### config.mk
export PLATFORM = sky130hd
export DESIGN_NAME = wave_freq_meter
export DESIGN_NICKNAME = d
export VERILOG_FILES = /design/src/rtl/wave_freq_meter.sv
export SDC_FILE = /design/constraint.sdc
export NUM_CORES = 1
export LEC_CHECK = 0
export ABC_AREA = 1
export BUFFER_PORTS_ARGS = -buffer_cell sky130_fd_sc_hd__buf_2
export CORE_AREA = 2 2 165 167
export CTS_CLUSTER_DIAMETER = 200
export DETAILED_ROUTE_END_ITERATION = 7
export DIE_AREA = 0 0 167 169
export HOLD_SLACK_MARGIN = 0.08
export PLACE_DENSITY = 0.68
export SETUP_SLACK_MARGIN = 0.2
export SYNTH_ARGS = -nofsm -noshare
export SYNTH_HDL_FRONTEND = slang
export SYNTH_SLANG_ARGS = --single-unit
### constraint.sdc
create_clock -name clk -period 8.1 [get_ports clk]
set_input_delay 2.025 -clock clk [delete_from_list [all_inputs] [get_ports clk]]
set_output_delay 2.025 -clock clk [all_outputs]
set_load 0.01 [all_outputs]
### src/rtl/wave_freq_meter.sv
// Frequency/period meter for an 8-bit sampled waveform: a hysteresis crossing detector,
// a gated NPER-period counter and a 32-cycle restoring divider that produces Hz.
module wave_freq_meter #(
    parameter int unsigned CLK_FREQ    = 50_000_000,
    parameter int unsigned NPER        = 4,
    parameter int unsigned TIMEOUT_CYC = 50_000_000,
    parameter int unsigned CNT_W       = 32
) (
    input  logic        clk,
    input  logic        rst,
    input  logic        gate,
    input  logic [7:0]  wave_in,
    input  logic [15:0] amplitude,
    output logic [31:0] freq_hz,
    output logic [31:0] period_cyc,
    output logic        valid,
    output logic        busy,
    output logic        timeout
);

    localparam int unsigned      LOG2N    = $clog2(NPER);
    localparam logic [31:0]      DIVIDEND = 32'(CLK_FREQ * NPER);
    localparam logic [31:0]      TMAX     = 32'(TIMEOUT_CYC - 1);
    localparam logic [4:0]       NLAST    = 5'(NPER - 1);
    localparam logic [CNT_W-1:0] CNT_MAX  = '1;

    typedef enum logic [2:0] {
        S_IDLE,
        S_WAIT_FIRST,
        S_COUNT,
        S_DIVIDE,
        S_DONE
    } state_t;

    state_t           r_state;
    logic [7:0]       r_s;
    logic             r_gate_d;
    logic             r_armed;
    logic [31:0]      r_timer;
    logic [CNT_W-1:0] r_cnt;
    logic [4:0]       r_ncross;
    logic [31:0]      r_rem;
    logic [31:0]      r_dq;
    logic [4:0]       r_bit;

    logic [6:0]  w_d;
    logic [7:0]  w_half;
    logic [7:0]  w_h;
    logic [7:0]  w_hi_th;
    logic [7:0]  w_lo_th;
    logic        w_cross;
    logic [32:0] w_rem_sh;
    logic [32:0] w_div;
    logic        w_ge;
    logic [31:0] w_rem_nx;
    logic [31:0] w_dq_nx;

    // Hysteresis half-width from the peak code: half the excursion above midscale, at least 2.
    always_comb begin
        w_d = '0;
        if (amplitude > 16'd254) begin
            w_d = 7'd127;
        end else if (amplitude > 16'd128) begin
            w_d = amplitude[6:0];
        end
        w_half  = {1'b0, w_d} >> 1;
        w_h     = (w_half < 8'd2) ? 8'd2 : w_half;
        w_hi_th = 8'd128 + w_h;
        w_lo_th = 8'd128 - w_h;
        w_cross = r_armed && (r_s >= w_hi_th);
    end

    // One restoring-division step: remainder shifts in the next dividend bit from r_dq,
    // and the quotient bit shifts into r_dq from the bottom.
    always_comb begin
        w_rem_sh = {r_rem, r_dq[31]};
        w_div    = 33'(r_cnt);
        w_ge     = (w_rem_sh >= w_div);
        w_rem_nx = w_ge ? (w_rem_sh[31:0] - 32'(r_cnt)) : w_rem_sh[31:0];
        w_dq_nx  = {r_dq[30:0], w_ge};
    end

    always_ff @(posedge clk or posedge rst) begin
        if (rst) begin
            r_state    <= S_IDLE;
            r_s        <= '0;
            r_gate_d   <= 1'b1;
            r_armed    <= 1'b0;
            r_timer    <= '0;
            r_cnt      <= '0;
            r_ncross   <= '0;
            r_rem      <= '0;
            r_dq       <= '0;
            r_bit      <= '0;
            freq_hz    <= '0;
            period_cyc <= '0;
            valid      <= 1'b0;
            busy       <= 1'b0;
            timeout    <= 1'b0;
        end else begin
            r_s      <= wave_in;
            r_gate_d <= gate;

            if (w_cross) begin
                r_armed <= 1'b0;
            end else if (r_s <= w_lo_th) begin
                r_armed <= 1'b1;
            end

            case (r_state)
                S_IDLE: begin
                    busy <= 1'b0;
                    if (gate && !r_gate_d) begin
                        valid   <= 1'b0;
                        timeout <= 1'b0;
                        r_armed <= 1'b0;
                        r_timer <= '0;
                        busy    <= 1'b1;
                        r_state <= S_WAIT_FIRST;
                    end
                end

                S_WAIT_FIRST: begin
                    if (!gate) begin
                        busy    <= 1'b0;
                        r_state <= S_IDLE;
                    end else if (r_timer == TMAX) begin
                        freq_hz    <= '0;
                        period_cyc <= '0;
                        timeout    <= 1'b1;
                        valid      <= 1'b1;
                        busy       <= 1'b0;
                        r_state    <= S_DONE;
                    end else begin
                        r_timer <= r_timer + 32'd1;
                        if (w_cross) begin
                            r_cnt    <= '0;
                            r_ncross <= '0;
                            r_state  <= S_COUNT;
                        end
                    end
                end

                S_COUNT: begin
                    if (!gate) begin
                        busy    <= 1'b0;
                        r_state <= S_IDLE;
                    end else if (r_timer == TMAX) begin
                        freq_hz    <= '0;
                        period_cyc <= '0;
                        timeout    <= 1'b1;
                        valid      <= 1'b1;
                        busy       <= 1'b0;
                        r_state    <= S_DONE;
                    end else begin
                        r_timer <= r_timer + 32'd1;
                        if (r_cnt != CNT_MAX) begin
                            r_cnt <= r_cnt + 1'b1;
                        end
                        if (w_cross) begin
                            if (r_ncross == NLAST) begin
                                r_rem   <= '0;
                                r_dq    <= DIVIDEND;
                                r_bit   <= '0;
                                r_state <= S_DIVIDE;
                            end else begin
                                r_ncross <= r_ncross + 5'd1;
                            end
                        end
                    end
                end

                S_DIVIDE: begin
                    if (!gate) begin
                        busy    <= 1'b0;
                        r_state <= S_IDLE;
                    end else begin
                        r_rem <= w_rem_nx;
                        r_dq  <= w_dq_nx;
                        r_bit <= r_bit + 5'd1;
                        // Last quotient bit is taken straight from the step logic.
                        if (r_bit == 5'd31) begin
                            freq_hz    <= (r_cnt == '0) ? '0 : w_dq_nx;
                            period_cyc <= 32'(r_cnt >> LOG2N);
                            valid      <= 1'b1;
                            busy       <= 1'b0;
                            r_state    <= S_DONE;
                        end
                    end
                end

                S_DONE: begin
                    if (!gate) begin
                        r_state <= S_IDLE;
                    end
                end

                default: begin
                    busy    <= 1'b0;
                    r_state <= S_IDLE;
                end
            endcase
        end
    end

endmodule

==> impl_metrics.env <==
export IMPL_rr_endpoint="freq_hz[29]"
export IMPL_cp_startpoint="amplitude[9]"
export IMPL_stdcell_count=2150
export IMPL_status="finished, final reports clean"
export IMPL_cp_max_fo=62
export IMPL_grt_ovfl_total=0
export IMPL_wl_per_cell_um=15.5
export IMPL_synth_cell_types=53
export IMPL_arrival_ns=5.20
export IMPL_cts_tree="yes"
export IMPL_rsz0062_at_grt="false"
export IMPL_die_w_um=167
export IMPL_drive_gt1_frac=0.112
export IMPL_wirelength_met1_um=16100
export IMPL_regToRegSetupSlack_ns=3.96
export IMPL_end_kind="flop"
export IMPL_die_y_um=169
export IMPL_reg2reg_depth=12
export IMPL_gp_routability_congestion=0.971
export IMPL_yosys_warnings=0
export IMPL_drt_iter0_drc=851
export IMPL_synth_largest_area_cell="dfrtp_1"
export IMPL_dpl_cell_count=2104
export IMPL_first_global_vias=11121
export IMPL_clock_latency_ns=0.54
export IMPL_peakVddDrop_mv=0.201
export IMPL_worstHoldPathType="reg -> reg"
export IMPL_io_buffers=91
export IMPL_holdBufCountCts=0
export IMPL_timing_final_hold_violations=0
export IMPL_startpoint_type="primary input"
export IMPL_die_area_sq_um=28200
export IMPL_io_pins=94
export IMPL_fin_crit_sh=0.595
export IMPL_clock_root_buffer="clkbuf_16"
export IMPL_max_freq_mhz=207
export IMPL_relSlewSlack=0.309
export IMPL_timing_setup_tns_ns=0
export IMPL_initial_core_util=0.493
export IMPL_core_sq_um=26500
export IMPL_final_setup_skew_ns=0.0208
export IMPL_synth_seq_cells=216
export IMPL_cellLeakagePower_nw=6.81
export IMPL_worstSetupPathType="in -> reg"
export IMPL_power_density_nw_per_um2=312
export IMPL_cpPeakStageDelay_ns=0.57
export IMPL_crit_path_cell_trace="buf_2 > nor2_1 > nand2_1 > nor2_1 > nand2_1 > inv_1 > nand2_1 > nand2_1 > inv_1 > ha_1 > or2_2 > o211ai_1 > inv_1 > nand2_1 > nand2_1 > nand2_1 > nand2_1 > nand2_2 > nand2_2 > nand3_2 > buf_4 > a22oi_1"
export IMPL_cap_violations=0
export IMPL_cp_common_cell="nand2_1"
export IMPL_finish_utilization=0.552
export IMPL_syn_area_sq_um=13100
export IMPL_netlist_instances=1721
export IMPL_synth_edf_count=0
export IMPL_clockBufferDepth=3
export IMPL_setup_viol=0
export IMPL_antenna_found_initial=0
export IMPL_dr_pass1_iters=6
export IMPL_worst_slew_pin_slew_ns=1.03
export IMPL_drt_drc_violations_left=0
export IMPL_rows=60
export IMPL_syn_avg_cell_area_sq_um=7.59
export IMPL_cts_htree_levels=1
export IMPL_min_period_ns=4.82
export IMPL_synth_top_cell_area_share=0.412
export IMPL_timing_rr_start="r_state[1]"
export IMPL_postCtsSetupRepairBufs=0
export IMPL_clkTransAtPathRegs_ns=0.07
export IMPL_top_layer="met4"
export IMPL_finalWirelength_um=33400
export IMPL_vias=11657
export IMPL_drv_slew=0
export IMPL_grtUsageTotal=0.241
export IMPL_cp_required_ns=8.48
export IMPL_cp_slowest_cell="buf_4"
export IMPL_finalNetCount=1868
export IMPL_synthTopCellsByArea="dfrtp_1 (41%), nand2_1 (13%), nor2_1 (4.8%)"
export IMPL_cts_resized=0
export IMPL_viasPerCell=5.42
export IMPL_ys_seq_area_frac=0.414
export IMPL_dp_hpwl_um=24200
export IMPL_grt_max_degree=169
export IMPL_endpoint="r_dq[9]"
export IMPL_wl_met2_um=15000
export IMPL_ant_nets=0
export IMPL_ys_async_sr_fraction=1.00
export IMPL_grt_pass1_wl_um=56600
export IMPL_cts_sinks=216
export IMPL_diodes=0
export IMPL_synthToLayoutAreaGrowth_pct=12.0
export IMPL_wl_met3_um=1740
export IMPL_synthFlopType="dfrtp_1"
export IMPL_cts_buffers=25
-- worst max-delay path: cells and delay by family --
kind	cells	cell delay, ns
buf+inv	5	0.92
simple gates	14	1.66
fa+ha+maj	1	0.27
compound gates	2	0.31
-- area by class of cell --
type	instances	area, sq um
inverter	180	679
sequential	216	5410
clock inverter	18	245
timing repair buffer	97	513
tap	341	427
multi-input combinational	1270	6700
fill	2547	11900
clock buffer	28	657
-- Yosys cell counts, drive strengths merged, types with 21 or more instances --
library cell and count:
nand2 474, dfrtp 215, inv 174, nor2 171, o21ai 171, nand3 68, xor2 53, nor3 52
ha 50, a21oi 48, o31ai 47, nand4 40, buf 37, xnor2 21
-- power by group --
group | total, mW | internal [mW] | switching, mW
Sequential | 1.37 | 1.24 | 0.124
Clock | 1.23 | 0.750 | 0.480
Combinational | 1.97 | 0.649 | 1.32
-- cell usage in the layout (no fill, tap or decap), drive strengths merged, types with 28 or more instances in the layout --
cell type	synthesis	final
nand2	474	474
dfrtp	215	215
inv	174	175
nor2	171	171
o21ai	171	171
buf	37	97
nand3	68	68
xor2	53	53
nor3	52	52
ha	50	50
a21oi	48	48
o31ai	47	47
nand4	40	40
clkbuf	20	28
-- state kept, by name, indices dropped and copies added (netlist names) --
register and count:
freq_hz 32, r_cnt 32, r_dq 32, r_rem 32, r_timer 32, period_cyc 30, r_s 8, r_bit 5
r_ncross 5, r_state 3, busy 1, r_armed 1, r_gate_d 1, timeout 1, valid 1
-- metrics by stage --
step	hold WS [ns]	setup slack [ns]	total power, mW	cell area (sq um)
after floorplan	0.448	3.26	2.95	13100
after global placement	0.451	2.86	3.32	13700
after detailed placement	0.458	2.75	3.34	13700
after CTS	0.474	3.30	4.60	14600
after global routing	0.508	2.88	4.95	14600
final	0.470	3.28	4.57	14600
-- metal layers --
layer / vias up / track usage
li1: 5823 / -
met1: 5527 / 0.349
met2: 266 / 0.387
met3: 41 / 0.0320
met4: 0 / 0.0525
met5: - / 0
-- cell families after synthesis --
| logic type | share of synthesized area |
|---|---|
| flip-flops | 0.414 |
| other | 0.000575 |
| AND/OR/NAND/NOR | 0.274 |
| adder cells (fa/ha/maj) | 0.0494 |
| buffers and inverters | 0.0741 |
| XOR/XNOR | 0.0496 |
| AO/OA/AOI/OAI | 0.139 |
-- how the worst min path moves through the flow --
stage / slack (ns) / cells past startpoint / to / start
floorplan: 0.45 / 2 / r_bit[4] / r_bit[4]
global placement: 0.45 / 2 / valid / valid
detailed placement: 0.46 / 2 / valid / valid
CTS: 0.47 / 2 / valid / valid
global route: 0.51 / 2 / freq_hz[19] / freq_hz[19]
finish: 0.47 / 2 / valid / valid
(Power assumes the default switching activity.)
